<file path="config.mk">
export PLATFORM = sky130hd
export DESIGN_NAME = prm_edge_chk_seq
export DESIGN_NICKNAME = d
export VERILOG_FILES = /design/src/rtl/prm_edge_chk_seq.sv
export SDC_FILE = /design/constraint.sdc
export NUM_CORES = 1
export LEC_CHECK = 0
export CAP_MARGIN = 10
export CORE_MARGIN = 3
export CORE_UTILIZATION = 40
export CTS_CLUSTER_DIAMETER = 200
export DETAILED_ROUTE_END_ITERATION = 10
export PLACE_DENSITY = 0.65
export SYNTH_ARGS = -nofsm -noshare
export SYNTH_HDL_FRONTEND = slang
export SYNTH_SLANG_ARGS = --single-unit
</file>
<file path="constraint.sdc">
create_clock -name clk -period 2.1 [get_ports clk]
set_input_delay 0.315 -clock clk [delete_from_list [all_inputs] [get_ports clk]]
set_output_delay 0.315 -clock clk [all_outputs]
set_load 0.05 [all_outputs]
</file>
<file path="src/rtl/prm_edge_chk_seq.sv">
// ============================================================================
// Module   : prm_edge_chk_seq
// Purpose  : Streams edge sample codes through an external obstacle checker and
//            reduces the per-sample masks to one blocked/first/hits result.
// Revision : 1.0  initial release
// ============================================================================
`default_nettype none

module prm_edge_chk_seq #(
    parameter int MAX_SAMPLES = 64,
    parameter int IDX_W       = 6
) (
    input  logic             clk,
    input  logic             rst,
    input  logic             s_valid,
    output logic             s_ready,
    input  logic [14:0]      s_code,
    input  logic             s_last,
    output logic [14:0]      chk_code,
    output logic             chk_valid,
    input  logic             chk_mask,
    output logic             m_valid,
    input  logic             m_ready,
    output logic             m_blocked,
    output logic [IDX_W-1:0] m_first_idx,
    output logic [IDX_W:0]   m_hits,
    output logic             m_overflow
);

    typedef enum logic [0:0] {
        RUN  = 1'b0,
        HOLD = 1'b1
    } state_t;

    localparam logic [IDX_W-1:0] C_IDX_MAX  = IDX_W'(MAX_SAMPLES - 1);
    localparam logic [IDX_W:0]   C_HITS_MAX = '1;

    state_t           r_state;
    logic             r_started;
    logic             r_p_valid;
    logic [14:0]      r_p_code;
    logic [IDX_W-1:0] r_p_idx;
    logic             r_p_last;
    logic [IDX_W-1:0] r_next_idx;
    logic             r_idx_full;
    logic             r_ovf;
    logic             r_blocked;
    logic [IDX_W-1:0] r_first;
    logic [IDX_W:0]   r_hits;

    logic             w_s_xfer;
    logic             w_hit;
    logic             w_blocked_n;
    logic [IDX_W:0]   w_hits_n;
    logic [IDX_W-1:0] w_first_n;

    // Hold off new samples while the edge's final sample is still in stage 1.
    assign s_ready   = r_started && (r_state == RUN) && !(r_p_valid && r_p_last);
    assign w_s_xfer  = s_valid && s_ready;
    assign chk_code  = r_p_code;
    assign chk_valid = r_p_valid;

    assign w_hit       = r_p_valid && chk_mask;
    assign w_blocked_n = r_blocked | w_hit;
    assign w_hits_n    = (w_hit && (r_hits != C_HITS_MAX)) ? r_hits + 1'b1 : r_hits;
    assign w_first_n   = (w_hit && !r_blocked) ? r_p_idx : r_first;

    always_ff @(posedge clk or posedge rst) begin
        if (rst) begin
            r_state     <= RUN;
            r_started   <= 1'b0;
            r_p_valid   <= 1'b0;
            r_p_code    <= '0;
            r_p_idx     <= '0;
            r_p_last    <= 1'b0;
            r_next_idx  <= '0;
            r_idx_full  <= 1'b0;
            r_ovf       <= 1'b0;
            r_blocked   <= 1'b0;
            r_first     <= '0;
            r_hits      <= '0;
            m_valid     <= 1'b0;
            m_blocked   <= 1'b0;
            m_first_idx <= '0;
            m_hits      <= '0;
            m_overflow  <= 1'b0;
        end else begin
            r_started <= 1'b1;
            r_p_valid <= w_s_xfer;

            if (w_s_xfer) begin
                r_p_code <= s_code;
                r_p_idx  <= r_next_idx;
                r_p_last <= s_last;
                // Index sticks at the top slot; anything after that is overflow.
                if (r_next_idx == C_IDX_MAX) begin
                    r_idx_full <= 1'b1;
                end else begin
                    r_next_idx <= r_next_idx + 1'b1;
                end
                if (r_idx_full) begin
                    r_ovf <= 1'b1;
                end
            end

            if (r_p_valid) begin
                r_blocked <= w_blocked_n;
                r_hits    <= w_hits_n;
                r_first   <= w_first_n;
            end

            case (r_state)
                RUN: begin
                    if (r_p_valid && r_p_last) begin
                        r_state     <= HOLD;
                        m_valid     <= 1'b1;
                        m_blocked   <= w_blocked_n;
                        m_first_idx <= w_first_n;
                        m_hits      <= w_hits_n;
                        m_overflow  <= r_ovf;
                    end
                end
                HOLD: begin
                    if (m_ready) begin
                        r_state    <= RUN;
                        m_valid    <= 1'b0;
                        r_blocked  <= 1'b0;
                        r_hits     <= '0;
                        r_first    <= '0;
                        r_next_idx <= '0;
                        r_idx_full <= 1'b0;
                        r_ovf      <= 1'b0;
                    end
                end
                default: r_state <= RUN;
            endcase
        end
    end

endmodule

`default_nettype wire

</file>
==> metrics.txt, run 1 <==
GRT Resource Usage Total=0.1574; Die Wd=between 80 and 90 µm; DR vias=1917; status=finished, final reports clean; setup TNS=0 ns; WL per Instance=12.81 µm; largest net degree at the start of global routing=42; number of fillers in the final layout=around 540; Cell Chain, Critical Path=clkdlybuf4s50_1; ranking of synthesized cells by area=dfrtp_1 62%, nand2_1 13%, nor2_1 3.2%; Post-CTS Hold Fix Bufs=0; Leak=about 1.7 nW; post-synth top area share=0.6183; # IOs=54; clock net sink count=between 60 and 70; setup bufs post-CTS=0; initial antenna violation count=0; count of input and output buffers=53; # rows=28; vias in the first global route=between 1500 and 2000; Final Max Tran Viols=0; Slew HR=0.5556; H-Tree Depth=3; GRT overflow=0; first-pass GRT wire length=approximately 9.2 mm; dpl cells=~380; share of layout cells above drive strength 1=0.09259; post-route minimum period=slightly below 2 ns; cell at the slowest stage of the critical path=clkdlybuf4s50_1; clk buf depth=2; wirelength, routed=5.111 mm; Critical Path Max Stage Delay=between 0.8 and 0.9 ns; CP Class=register to output pin; worst skew pair latency=between 0.3 and 0.4 ns; utilization after layout=0.5654; Synth cell types=36; Tot Pwr=4.538 mW; CTS root buffer=clkbuf_8; Iter 0 DRT Violations=75; register area share after synthesis=0.6183; CP top delay family=buffers and inverters; DRC Markers=0; post-synthesis net count=around 280; Finished Layout Cells=roughly 400; syn_area_per_cell=around 9.9 µm²; Pwr Density=1324 nW/µm²; final worst slack=0.1395 ns; Setup crit start kind=register; DRT antenna net count=0; commonest non-fill, non-tap cell in the layout=nand2_1; Hold Fails Final Rpt=0; Slew @ Worst Pin=between 0.6 and 0.7 ns; TritonRoute pass-1 iters=4; antenna fix cells=0; initial core utilization=0.4207; area of the die=7369 µm²; FMAX=between 500 and 600 MHz; synthesis-stage register bit count=between 60 and 70; final net count=342; RSZ-0062 raised after global routing=false; Clock transition at path regs=about 0.070 ns; WP data arrival=about 1.7 ns; post-CTS sizing=0; crit path max fanout=7; leading area contributor after synthesis=dfrtp_1; Cell Area, Synth=between 2000 and 3000 µm²; DP Worst Slack=between 0.3 and 0.4 ns; global placement routability congestion=0.7580; number of max-cap violations=0; die height=85.84 µm; Final Skew=0.007706 ns; period utilization=0.9336; YS warnings=0; CP Capture Type=output pin; Post-Synthesis Cells=roughly 260; CTS tree=yes; final setup fails=0; CP Buf/Inv Count=1; total core area=approximately 6000 µm²; hold crit path type=input port to asynchronous set/reset pin; total CTS buffers=9; VDD IR max=approximately 0.00067 V; CP required=between 1.5 and 2 ns; Area Overhead vs Synth=34.40%; DP HPWL=roughly 3.6 mm; vias per inst=between 4 and 5; most frequent cells in the layout=85 x nand2_1, 63 x dfrtp_1, 52 x clkdlybuf4s50_1
-- worst min-delay path, stage by stage --
cell,delay [ns]
clkdlybuf4s50_1,0.41
inv_2,0.06
buf_4,0.28
-- registers in the layout, summed over array words and instances, names as in the netlist, 6 cells and up --
signal,count
chk_code,15
m_first_idx,6
m_hits,7
r_first,6
r_hits,7
r_next_idx,6
r_p_idx,6
-- per-layer routing --
metal  GRT usage  up-vias  wire [µm]
li1            -      968          -
met1      0.2159      898       2405
met2      0.2359       45       2327
met3     0.04419        6        296
met4     0.06475        0         81
met5           0        -          0
-- worst paths after layout --
check                      slack, ns              to  cells after the start        start
min in group clk                0.47     chk_code[6]                      2  chk_code[6]
hold reg to reg                 0.47     chk_code[6]                      2  chk_code[6]
max in group asynchronous       1.31      r_first[1]                      3          rst
setup reg to reg                0.50  m_first_idx[4]                      4    chk_valid
hold / removal                  0.36     chk_code[0]                      3          rst
setup / recovery                0.14       chk_valid                      1    chk_valid
-- final cells by class --
| cell class | count | area (µm²) | area share |
|---|---|---|---|
| clock buffer | 14 | 182.7 | 0.05330 |
| clock inverter | 2 | 60.06 | 0.01752 |
| tap | 75 | 93.84 | 0.02738 |
| timing repair buffer | 61 | 588.1 | 0.1716 |
| inverter | 5 | 18.77 | 0.005476 |
| sequential | 63 | 1577 | 0.4600 |
| multi-input combinational | 179 | 907.1 | 0.2647 |
-- cell families (layout without fill, tap and decap cells) --
group / Yosys count / count (layout) / share of synthesized area
DFF: 63 / 63 / 0.6183
adders and majority gates: 2 / 2 / 0.009812
other: 1 / 1 / 0.001471
and+or+nand+nor: 133 / 133 / 0.2233
xor gates and xnor gates: 3 / 3 / 0.01031
buffers and inverters: 16 / 82 / 0.02600
muxes: 8 / 8 / 0.03140
AOI/OAI and AO/OA: 32 / 32 / 0.07949
-- power breakdown --
part	leakage (nW)	switching (mW)	internal [mW]
sequential	0.823	0.210	1.54
clock	0.123	0.444	0.800
combinational	0.731	1.02	0.526
-- cells in the mapped netlist --
master and instances:
and4_1 2, xnor2_1 2, or3_1 1, ha_1 2
a21oi_1 7, and2_1 2, o21a_1 1, clkbuf_1 6
and3_1 4, and2b_1 1, a31o_2 1, nor2_1 22
o21ai_0 8, nand2_1 85, conb_1 1, nand2b_1 1
xor2_1 1, buf_2 5, a31oi_1 2, a311oi_1 1
nand3b_1 1, or2_1 1, nor4_1 1, o31ai_1 1
nor2b_1 2, nand3_1 4, and2_2 1, mux2i_1 8
dfrtp_1 63, a211oi_1 2, inv_1 4, a2111oi_4 1
nor3_1 4, o21ai_1 8, inv_2 1, nand4_2 1
-- per-stage QoR --
step | instance area, µm² | hold WS (ns)
2_1_floorplan | 2550 | 0.4114
4_1_cts | 3427 | 0.3509
6_report | 3427 | 0.3560
5_1_grt | 3427 | 0.3828
3_3_place_gp | 3184 | 0.4574
3_5_place_dp | 3184 | 0.4631
No activity file was read; power rests on OpenSTA's default activity.
==> inputs of run 2 (changes only) <==
--- a/config.mk
+++ b/config.mk
@@ -7,10 +7,11 @@
 export LEC_CHECK = 0
 export CAP_MARGIN = 10
 export CORE_MARGIN = 3
-export CORE_UTILIZATION = 40
+export CORE_UTILIZATION = 50
 export CTS_CLUSTER_DIAMETER = 200
 export DETAILED_ROUTE_END_ITERATION = 10
-export PLACE_DENSITY = 0.65
+export GPL_ROUTABILITY_DRIVEN = 0
+export PLACE_DENSITY = 0.79
 export SYNTH_ARGS = -nofsm -noshare
 export SYNTH_HDL_FRONTEND = slang
 export SYNTH_SLANG_ARGS = --single-unit
==> constraint.sdc (replaced) <==
create_clock -name clk -period 2.1 [get_ports clk]
set_input_delay 0.315 -clock clk [delete_from_list [all_inputs] [get_ports clk]]
set_output_delay 0.315 -clock clk [all_outputs]
set_load 0.005 [all_outputs]
==> run 2 against run 1 <==
  * Clock power is 25% lower
  * Final cell count is 2.8% lower
  * Die area fell by 19%
  * First-iteration DRC count up 60%
  * Core utilization up 13 points
  * Highest routed layer unchanged
  * Design area down 2.2%
==> metrics.txt, run 2 (synthesis results as in run 1) <==
status=finished, final reports clean; total CTS buffers=9 (unchanged); Pwr Density=1077 nW/µm² (-19%); GRT overflow=0 (unchanged); VDD IR max=0.0005820 V (-13%); die height=77.42 µm (-9.8%); wirelength, routed=4.995 mm (-2.3%); CP Capture Type=output pin; Iter 0 DRT Violations=120 (+60%); CP Class=register to output pin; initial antenna violation count=0 (unchanged); TritonRoute pass-1 iters=4 (unchanged); hold crit path type=input port to asynchronous set/reset pin; initial core utilization=0.5294 (+0.1086); post-CTS sizing=0 (unchanged); DP Worst Slack=0.3582 ns (+0.04832 ns); vias in the first global route=1958 (-0.86%); number of fillers in the final layout=400 (-26%); Area Overhead vs Synth=31.40%; largest net degree at the start of global routing=64 (+52%); commonest non-fill, non-tap cell in the layout=nand2_1; number of max-cap violations=0 (unchanged); GRT Resource Usage Total=0.1892 (+0.03181); share of layout cells above drive strength 1=0.07477 (-0.01783); Post-CTS Hold Fix Bufs=0 (unchanged); post-route minimum period=1.903 ns (-0.05713 ns); Setup crit start kind=register; vias per inst=5.015 (+4.4%); DR vias=1946 (+1.5%); count of input and output buffers=53 (unchanged); final worst slack=0.1966 ns (+0.05712 ns); WL per Instance=12.87 µm (+0.50%); area of the die=5993 µm² (-19%); utilization after layout=0.6956 (+0.1301); clock net sink count=63 (unchanged); Final Skew=0.004709 ns (-0.002997 ns); crit path max fanout=7 (unchanged); WP data arrival=1.59 ns (-0.06 ns); first-pass GRT wire length=8.970 mm (-2.1%); most frequent cells in the layout=85 x nand2_1, 63 x dfrtp_1, 53 x clkdlybuf4s50_1; final net count=340 (-0.58%); # rows=25 (-11%); DP HPWL=3.466 mm (-4.0%); setup TNS=0 ns (unchanged); CP required=1.78 ns (about the same); CTS root buffer=clkbuf_8; H-Tree Depth=3 (unchanged); CTS tree=yes; Hold Fails Final Rpt=0 (unchanged); setup bufs post-CTS=0 (unchanged); clk buf depth=2 (unchanged); Clock transition at path regs=0.06 ns (about the same); FMAX=525.4 MHz (+3.0%); RSZ-0062 raised after global routing=false; total core area=4817 µm² (-21%); final setup fails=0 (unchanged); DRT antenna net count=0 (unchanged); DRC Markers=0 (unchanged); Final Max Tran Viols=0 (unchanged); Leak=1.639 nW (-2.2%); period utilization=0.9064 (-0.02720); # IOs=54 (unchanged); antenna fix cells=0 (unchanged); Largest register FFs=15 (unchanged); Die Wd=77.42 µm (-9.8%); worst skew pair latency=0.33 ns (about the same)
## run 2: cell count changes in the layout (fill, tap and decap cells not counted), sizes merged
cell / delta
buf: -3
bufinv: -2
clkbuf: +1
clkdlybuf4s50: +1
## run 2: stage by stage
stage | cells | total power [mW] | hold WS [ns] | area, µm²
floorplan | 258 | 2.163 | 0.4114 | 2550
global placement | 373 | 2.669 | 0.4574 | 3174
detailed placement | 373 | 2.713 | 0.4614 | 3174
CTS | 388 | 3.666 | 0.3788 | 3351
global route | 388 | 3.859 | 0.4058 | 3351
finish | 388 | 3.608 | 0.3670 | 3351
## run 2: per-layer routing
metal | wire length (µm) | track usage | vias up
li1 | - | - | 963
met1 | 2336 | 0.2557 | 927
met2 | 2301 | 0.2824 | 45
met3 | 244 | 0.04640 | 11
met4 | 113 | 0.1014 | 0
met5 | 0 | 0 | -
## run 2: cell type report
| cell class | count | area [µm²] | area share |
|---|---|---|---|
| clock buffer | 15 | 176.4 | 0.05265 |
| multi-input combinational | 179 | 907.1 | 0.2707 |
| inverter | 5 | 18.77 | 0.005601 |
| sequential | 63 | 1577 | 0.4705 |
| timing repair buffer | 59 | 588.1 | 0.1755 |
| tap | 67 | 83.83 | 0.02502 |
## run 2: final timing paths
kind                               start            end  slack, ns  cells past startpoint
max                            chk_valid        s_ready       0.20                      3
min                                  rst    chk_code[2]       0.37                      3
max reg2reg                r_next_idx[0]  r_next_idx[0]       0.52                      5
min reg2reg                  chk_code[9]    chk_code[9]       0.47                      2
max in group asynchronous            rst    chk_code[8]       1.47                      3
min in group clk             chk_code[9]    chk_code[9]       0.47                      2
## run 2: where the power goes
| group | switching, mW | internal (mW) |
|---|---|---|
| logic | 0.397 | 0.526 |
| registers | 0.213 | 1.54 |
| clock network | 0.414 | 0.521 |
| total | 1.02 | 2.58 |
## run 2: critical path, stage by stage (launching register included)
cell and delay (ns):
dfrtp_1 0.46, nand2_1 0.16, and2_1 0.14, clkdlybuf4s50_1 0.50
==> inputs of run 3 (changes only) <==
--- a/config.mk
+++ b/config.mk
@@ -9,6 +9,7 @@
 export CORE_MARGIN = 3
 export CORE_UTILIZATION = 50
 export CTS_CLUSTER_DIAMETER = 200
+export CTS_CLUSTER_SIZE = 20
 export DETAILED_ROUTE_END_ITERATION = 10
 export GPL_ROUTABILITY_DRIVEN = 0
 export PLACE_DENSITY = 0.79
==> results of run 3 <==
Final layout, timing and power as in run 2 (identical DEF).
